$ cat src/rtl/ultrasonic_ranger.sv
// Two-sensor HC-SR04 style ranger: triggers X then Y, times each echo,
// converts to centimetres and publishes the pair with a presence flag.
module ultrasonic_ranger #(
    parameter int TRIG_CYCLES         = 1000,
    parameter int CYCLES_PER_CM       = 5800,
    parameter int ECHO_TIMEOUT_CYCLES = 3000000,
    parameter int GAP_CYCLES          = 6000000,
    parameter int MAX_CM              = 200
) (
    input  logic       clk,
    input  logic       reset,
    input  logic       enable,
    input  logic       echo_x,
    input  logic       echo_y,
    output logic       trig_x,
    output logic       trig_y,
    output logic [7:0] dist_x,
    output logic [7:0] dist_y,
    output logic       sample_valid,
    output logic       present,
    output logic [1:0] err
);

    localparam int CNT_MAX0 = (ECHO_TIMEOUT_CYCLES > GAP_CYCLES) ?
                              ECHO_TIMEOUT_CYCLES : GAP_CYCLES;
    localparam int CNT_MAX  = (CNT_MAX0 > TRIG_CYCLES) ?
                              CNT_MAX0 : TRIG_CYCLES;
    localparam int CW = $clog2(CNT_MAX + 1);
    localparam int SW = (CYCLES_PER_CM > 1) ? $clog2(CYCLES_PER_CM) : 1;

    localparam logic [CW-1:0] TRIG_LAST    = CW'(TRIG_CYCLES - 1);
    localparam logic [CW-1:0] TIMEOUT_LAST = CW'(ECHO_TIMEOUT_CYCLES - 1);
    localparam logic [CW-1:0] GAP_LAST     = CW'(GAP_CYCLES - 1);
    localparam logic [SW-1:0] SUB_LAST     = SW'(CYCLES_PER_CM - 1);
    localparam logic [8:0]    MAX_LIM      = 9'(MAX_CM);
    localparam bit            ONE_CM       = (CYCLES_PER_CM == 1);

    typedef enum logic [2:0] {
        IDLE,
        TRIG,
        WAIT_RISE,
        MEASURE,
        GAP
    } state_t;

    state_t        state, state_n;
    logic          sel, sel_n;
    logic [CW-1:0] cnt, cnt_n;
    logic [SW-1:0] sub, sub_n;
    logic [7:0]    cm, cm_n;
    logic          rec;
    logic [7:0]    rec_val;
    logic          rec_err;
    logic [1:0]    sync_x, sync_y;
    logic          echo_s;
    logic [7:0]    x_hold;
    logic          x_err;

    // Two-flop synchronizers for the asynchronous echo lines
    always_ff @(posedge clk) begin
        if (reset) begin
            sync_x <= 2'b00;
            sync_y <= 2'b00;
        end else begin
            sync_x <= {sync_x[0], echo_x};
            sync_y <= {sync_y[0], echo_y};
        end
    end

    assign echo_s = sel ? sync_y[1] : sync_x[1];
    assign trig_x = (state == TRIG) && !sel;
    assign trig_y = (state == TRIG) && sel;

    // State, sensor select and counter registers
    always_ff @(posedge clk) begin
        if (reset) begin
            state <= IDLE;
            sel   <= 1'b0;
            cnt   <= '0;
            sub   <= '0;
            cm    <= '0;
        end else begin
            state <= state_n;
            sel   <= sel_n;
            cnt   <= cnt_n;
            sub   <= sub_n;
            cm    <= cm_n;
        end
    end

    // Next-state logic; the rise cycle counts as the first high cycle
    always_comb begin
        state_n = state;
        sel_n   = sel;
        cnt_n   = cnt + 1'b1;
        sub_n   = sub;
        cm_n    = cm;
        rec     = 1'b0;
        rec_val = 8'hFF;
        rec_err = 1'b1;
        unique case (state)
            IDLE: begin
                cnt_n = '0;
                if (enable) begin
                    state_n = TRIG;
                    sel_n   = 1'b0;
                end
            end
            TRIG: begin
                if (cnt == TRIG_LAST) begin
                    state_n = WAIT_RISE;
                    cnt_n   = '0;
                end
            end
            WAIT_RISE: begin
                if (echo_s) begin
                    state_n = MEASURE;
                    cnt_n   = '0;
                    sub_n   = ONE_CM ? '0 : SW'(1);
                    cm_n    = ONE_CM ? 8'd1 : 8'd0;
                end else if (cnt == TIMEOUT_LAST) begin
                    rec     = 1'b1;
                    state_n = GAP;
                    cnt_n   = '0;
                end
            end
            MEASURE: begin
                if (!echo_s) begin
                    rec     = 1'b1;
                    rec_val = cm;
                    rec_err = 1'b0;
                    state_n = GAP;
                    cnt_n   = '0;
                end else if (cnt == TIMEOUT_LAST) begin
                    rec     = 1'b1;
                    state_n = GAP;
                    cnt_n   = '0;
                end else if (sub == SUB_LAST) begin
                    sub_n = '0;
                    cm_n  = (cm == 8'hFF) ? cm : cm + 8'd1;
                end else begin
                    sub_n = sub + 1'b1;
                end
            end
            GAP: begin
                if (cnt == GAP_LAST) begin
                    cnt_n   = '0;
                    sel_n   = ~sel;
                    state_n = sel ? IDLE : TRIG;
                end
            end
            default: state_n = IDLE;
        endcase
    end

    // Hold the X result; publish the full pair when Y completes
    always_ff @(posedge clk) begin
        if (reset) begin
            dist_x       <= 8'hFF;
            dist_y       <= 8'hFF;
            err          <= 2'b00;
            present      <= 1'b0;
            sample_valid <= 1'b0;
            x_hold       <= 8'hFF;
            x_err        <= 1'b0;
        end else begin
            sample_valid <= 1'b0;
            if (rec && !sel) begin
                x_hold <= rec_val;
                x_err  <= rec_err;
            end else if (rec) begin
                dist_x       <= x_hold;
                dist_y       <= rec_val;
                err          <= {rec_err, x_err};
                present      <= ({1'b0, x_hold} < MAX_LIM)
                             && ({1'b0, rec_val} < MAX_LIM)
                             && !x_err && !rec_err;
                sample_valid <= 1'b1;
            end
        end
    end

endmodule
$ cat config.mk
export PLATFORM = sky130hd
export DESIGN_NAME = ultrasonic_ranger
export DESIGN_NICKNAME = d
export VERILOG_FILES = /design/src/rtl/ultrasonic_ranger.sv
export SDC_FILE = /design/constraint.sdc
export NUM_CORES = 1
export LEC_CHECK = 0
export CORE_MARGIN = 1
export CORE_UTILIZATION = 50
export DETAILED_ROUTE_END_ITERATION = 8
export PLACE_DENSITY = 0.81
export SYNTH_ARGS = -nofsm -noshare
export SYNTH_HDL_FRONTEND = slang
export SYNTH_SLANG_ARGS = --single-unit
$ cat constraint.sdc
create_clock -name clk -period 3.5 [get_ports clk]
set_input_delay 0.7 -clock clk [delete_from_list [all_inputs] [get_ports clk]]
set_output_delay 0.7 -clock clk [all_outputs]
set_load 0.01 [all_outputs]
==> flow_summary.ini, run 1 <==
[yosys]
ys_seq_area_frac = 0.4165
syn_inst = 438
syn_avg_cell_area_um2 = 8.890
synth_edf_count = 0
syn_area_mm2 = 0.003894
yosys.area_share.simple = 0.2609
synth_xor_area_frac = 0.06073
synth_top_family_by_area = simple AND/OR/NAND/NOR gates
synth-seq-cells = 81
synthMuxAreaShare = 0.01317
async_reset_ff_frac = 0
synth-compound-area-share = 0.1941
yosysWarnings = 0
synth_cell_type_count = 69
ys.flop_type = dfxtp_1
syn-num-nets = 446
synthAdderAreaFrac = 0.009640

[setup_path]
crit_start = state[0]$_SDFFE_PP0P_
timing.rr.start = state[0]$_SDFFE_PP0P_
critPathMaxStageDelay_ns = 0.57
cp_cell_sequence = or3b_2, nor2_1, clkdlybuf4s50_1
endpoint_kind = primary output
worstPathArrival_ns = 2.18
crit_type = reg2out
critical_path.endpoint = trig_y
critical_path_required_ns = 2.80
crit_fanout = 11
start_kind = flop
r2r_setup_slack_ns = 0.66
slowest_stage = dfxtp_1
reg2reg_depth = 5
r2r_end = sample_valid$_SDFF_PP0_

[clock_tree]
cts_tree = yes
cts_hold_buf = 0
h-tree-depth = 3
cts_root_buf = clkbuf_8
cts_resized = 0
cts_setup_buffers = 0
clk_pin_slew_ns = 0.08
cts.sinks = 81
numCtsBuffers = 9
clock_latency_ns = 0.36
cts_max_path_buffers = 2

[place]
placed_cell_area_mm2 = 0.004204
routabilityCongestion = 0.9151
place_ws_ns = 0.6627
hpwl_um = 6085
io_buffers = 26

[flow_run]
drv_cap = 0

[global_routing]
grt_pass1_wl_um = 15560
grt_util_all_layers = 0.2344
antenna_found_initial = 0
grt_pass1_vias = 3207
grt_overflow_total = 0
grt_max_degree = 31

[routing]
wl_met1_um = 4144
viasPerCell = 6.109
drt-wirelength-per-cell_um = 15.75
vias = 3433
drtIter0Drc = 289
drc = 0
wl_met3_um = 539
detail-route-antenna-nets = 0
wl_um = 8853
top_layer_used = met4
wl_met2_um = 4061
first_pass_iters = 5

[final_layout]
diodes = 0
fillers = 607
finalNetCount = 466
layout_commonest_cell = dfxtp_1
multi_input_area_mm2 = 0.002097
seq_area_mm2 = 0.001622
finalInstanceArea_mm2 = 0.004458
drive_gt1_frac = 0.09287
syn2layout_area_growth_pct = 14.49
layout.cells.most_common_list = dfxtp_1, nor2_1, nand2_1

[timing]
slew_viol_final = 0
tightestPinTransition_ns = 0.8032
grt_setup_unrepaired = false
finClkSkew_ns = 0.01500
worst_slack_ns = 0.6232
period_minus_slack_ns = 2.877
relSlewSlack = 0.4646
finalCritPeriodShare = 0.8220
hold_viol_final = 0
setup_viol = 0
tns_ns = 0
fmax_mhz = 347.6

[die]
die_area_mm2 = 0.008144
die_x_um = 90.25
rows = 31
die_h_um = 90.25
initial_utilization = 0.5256
io_pins = 27
core_region_area_mm2 = 0.007408

[power]
p_per_area_mw_per_mm2 = 481.8
p_leak_nw = 1.516
ir_drop_uv = 337.6

[hold_path]
worstHoldPathType = reg2reg

[status]
status = complete, no violations
[worst min-delay path by stage]
| stage | startpoint | end | cells after the start |
|---|---|---|---|
| after floorplan | sync_x[0]$_SDFF_PP0_ | sync_x[1]$_SDFF_PP0_ | 1 |
| after global placement | sync_y[0]$_SDFF_PP0_ | sync_y[1]$_SDFF_PP0_ | 1 |
| after global routing | sync_y[0]$_SDFF_PP0_ | sync_y[1]$_SDFF_PP0_ | 1 |
| after CTS | sync_y[0]$_SDFF_PP0_ | sync_y[1]$_SDFF_PP0_ | 1 |
| final | sync_y[0]$_SDFF_PP0_ | sync_y[1]$_SDFF_PP0_ | 1 |
| after detailed placement | sync_x[0]$_SDFF_PP0_ | sync_x[1]$_SDFF_PP0_ | 1 |
[where the power goes]
part / leakage, nW / internal, mW / switching, mW / total [mW]
Combinational: 0.733 / 0.104 / 0.182 / 0.287
Clock: 0.128 / 0.489 / 0.373 / 0.861
Sequential: 0.655 / 0.951 / 0.0487 / 1.00
Total: 1.52 / 1.54 / 0.604 / 2.15
[layer usage]
metal,track usage,vias up
met4,0.1008,0
met5,0,-
met1,0.3277,1625
met3,0.04907,10
li1,-,1671
met2,0.3480,127
[registers in the layout, summed over array words and instances, names as in the netlist]
name          cells
cm                8
cnt              23
dist_x            8
dist_y            8
err               2
present           1
sample_valid      1
sel               1
state             3
sub              13
sync_x            2
sync_y            2
x_err             1
x_hold            8
[per-stage QoR]
stage               hold slack, ns  instances  power (mW)    util
detailed placement          0.4437        546       1.299  0.5675
global placement            0.4240        546       1.287  0.5675
global route                0.4685        562       2.225  0.6018
finish                      0.4464        562       2.148  0.6018
floorplan                   0.4138        438       1.227       -
CTS                         0.4479        562       2.146  0.6018
[cells in the mapped netlist (4+ instances only)]
cell type | instances | area [µm²]
a2111oi_0 | 4 | 35.03
a211o_1 | 8 | 70.07
a21oi_1 | 18 | 90.09
a31oi_1 | 14 | 87.58
and2_1 | 4 | 25.02
and3_1 | 8 | 50.05
and4_1 | 4 | 35.03
buf_2 | 7 | 35.03
clkbuf_1 | 9 | 33.78
dfxtp_1 | 81 | 1622
inv_1 | 17 | 63.81
mux2i_1 | 4 | 40.04
nand2_1 | 31 | 116.4
nand3_1 | 20 | 100.1
nand4_1 | 13 | 81.33
nor2_1 | 50 | 187.7
nor2b_1 | 6 | 37.54
nor3_1 | 14 | 70.07
nor4_1 | 9 | 56.30
o21ai_0 | 7 | 35.03
o31ai_1 | 5 | 37.54
o32a_1 | 9 | 90.09
o32a_2 | 7 | 78.83
or4_1 | 4 | 30.03
xnor2_1 | 17 | 148.9
xor2_1 | 10 | 87.58
[cells by family after synthesis]
family | Yosys count
AND/OR/NAND/NOR | 185
AO/OA/AOI/OAI | 97
flip-flops | 81
buffers and inverters | 40
XOR/XNOR | 27
multiplexers | 5
adder cells (fa/ha/maj) | 3
[critical path: cells and delay by family, from the launching register on]
| kind | cells | cell delay [ns] |
|---|---|---|
| DFF | 1 | 0.57 |
| and+or+nand+nor | 2 | 0.68 |
| buffers and inverters | 1 | 0.56 |
[final cells by class]
type                            instances  area share
Tap cell                               99     0.02779
Sequential cell                        81      0.3637
Timing Repair Buffer                   30     0.06511
Inverter                               19     0.01600
Clock inverter                          7     0.02919
Clock buffer                            9     0.02779
Multi-Input combinational cell        317      0.4704
Note: power is estimated with default switching activity, not from simulation.
==> run 2: changes to the inputs <==
==> constraint.sdc (replaced) <==
create_clock -name clk -period 2.8 [get_ports clk]
set_input_delay 0.56 -clock clk [delete_from_list [all_inputs] [get_ports clk]]
set_output_delay 0.56 -clock clk [all_outputs]
set_load 0.01 [all_outputs]
==> flow_summary.ini, run 2 (synthesis gave the netlist of run 1 again) <==
[routing]
detail-route-antenna-nets = 0
drtIter0Drc = 260
wl_um = 9005
first_pass_iters = 4
viasPerCell = 6.145
drt-wirelength-per-cell_um = 15.91
drc = 0
vias = 3478

[clock_tree]
clk_pin_slew_ns = 0.08
clock_latency_ns = 0.36
cts_tree = yes
cts_hold_buf = 0
cts_root_buf = clkbuf_8
cts_resized = 0
cts_max_path_buffers = 2
cts.sinks = 81
numCtsBuffers = 9
cts_setup_buffers = 0
h-tree-depth = 3

[timing]
fmax_mhz = 374.9
grt_setup_unrepaired = false
whs_ns = 0.4407
finClkSkew_ns = 0.01239
tns_ns = 0
period_minus_slack_ns = 2.667
relSlewSlack = 0.5326
setup_viol = 0
tightestPinTransition_ns = 0.6952
slew_viol_final = 0
finalCritPeriodShare = 0.9525
hold_viol_final = 0

[final_layout]
layout_commonest_cell = dfxtp_1
stdcell_count = 566
drive_gt1_frac = 0.1006
syn2layout_area_growth_pct = 14.52
largest_register = cnt
reg_top3 = cnt (23), sub (13)
finalNetCount = 470
diodes = 0
fillers = 640
layout.cells.most_common_list = dfxtp_1, nor2_1, nand2_1
largest_register_ffs = 23
finalInstanceArea_mm2 = 0.004459

[global_routing]
grt_max_degree = 24
grt_util_all_layers = 0.2305
grt_overflow_total = 0
grt_pass1_vias = 3187
grt_pass1_wl_um = 15370
antenna_found_initial = 0

[setup_path]
critical_path_required_ns = 2.24
crit_start = state[0]$_SDFFE_PP0P_
r2r_end = x_hold[5]$_SDFFE_PP1P_
critical_path.endpoint = trig_x
start_kind = flop
crit_type = reg2out
crit_fanout = 11
timing.rr.start = cnt[0]$_SDFF_PP0_
reg2reg_depth = 6
worstPathArrival_ns = 2.11
r2r_setup_slack_ns = 0.27
endpoint_kind = primary output

[power]
clock_power_share = 0.376
ir_drop_uv = 471.2
p_switching_uw = 740.9
p_leak_nw = 1.515
seqPwrFrac = 0.484
p_int_mw = 1.839
p_comb_frac = 0.141
p_per_area_mw_per_mm2 = 578.5
p_sw_frac = 0.2872

[die]
die_h_um = 90.25
die_area_mm2 = 0.008144
core_region_area_mm2 = 0.007408
initial_utilization = 0.5256
rows = 31
die_x_um = 90.25
io_pins = 27

[place]
dp_cells = 550
io_buffers = 26
routabilityCongestion = 0.9054
placed_cell_area_mm2 = 0.004234
hpwl_um = 6273

[status]
status = complete, no violations

[flow_run]
drv_cap = 0

[hold_path]
worstHoldPathType = reg2reg
==> run 2: changes by cell type in the layout (fill, tap and decap cells not counted) <==
cell        delta
bufinv_16      -1
buf_4          +4
clkinv_4       +1
clkinvlp_4     +2
inv_8          -2
==> run 2: cell type report <==
class / instances / area [µm²] / share of cell area
clock buffer: 9 / 123.9 / 0.02778
multi-input combinational: 317 / 2097 / 0.4703
timing repair buffer: 34 / 320.3 / 0.07183
inverter: 19 / 71.32 / 0.01599
tap: 99 / 123.9 / 0.02778
sequential: 81 / 1622 / 0.3636
clock inverter: 7 / 101.3 / 0.02273
==> run 2: layer usage <==
| metal | wire length [µm] | up-vias | share of wire | track usage |
|---|---|---|---|---|
| met2 | 4102 | 99 | 0.46 | 0.3607 |
| met3 | 471 | 19 | 0.052 | 0.04230 |
| met5 | 0 | - | 0 | 0 |
| met1 | 4255 | 1685 | 0.47 | 0.3165 |
| met4 | 175 | 0 | 0.019 | 0.08468 |
| li1 | - | 1675 | - | - |
==> run 2: through the flow <==
step	power, mW	worst slack, ns	utilization
floorplan	1.533	0.6973	-
global placement	1.620	0.4316	0.5715
detailed placement	1.631	0.3590	0.5715
CTS	2.588	0.1302	0.6019
global route	2.689	0.04219	0.6019
finish	2.580	0.1329	0.6019
==> run 2: critical path, stage by stage, from the launching register on <==
cell and delay, ns:
dfxtp_1 0.54, or3b_2 0.51, nor2_1 0.14, clkdlybuf4s50_1 0.55
==> run 2: power by group through the flow <==
stage / logic (mW) / registers, mW / clock network [mW]
detailed placement: 0.359 / 1.27 / 0
finish: 0.363 / 1.25 / 0.969
global route: 0.397 / 1.26 / 1.04
global placement: 0.349 / 1.27 / 0
floorplan: 0.295 / 1.24 / 0
CTS: 0.362 / 1.25 / 0.980
==> run 2: worst min path at each step <==
| stage | depth (start not counted) | startpoint | slack, ns | end |
|---|---|---|---|---|
| CTS | 1 | sync_x[0]$_SDFF_PP0_ | 0.44 | sync_x[1]$_SDFF_PP0_ |
| detailed placement | 1 | sync_x[0]$_SDFF_PP0_ | 0.42 | sync_x[1]$_SDFF_PP0_ |
| global route | 1 | sync_x[0]$_SDFF_PP0_ | 0.45 | sync_x[1]$_SDFF_PP0_ |
| floorplan | 1 | sync_x[0]$_SDFF_PP0_ | 0.41 | sync_x[1]$_SDFF_PP0_ |
| global placement | 1 | sync_x[0]$_SDFF_PP0_ | 0.42 | sync_x[1]$_SDFF_PP0_ |
| finish | 1 | sync_x[0]$_SDFF_PP0_ | 0.44 | sync_x[1]$_SDFF_PP0_ |
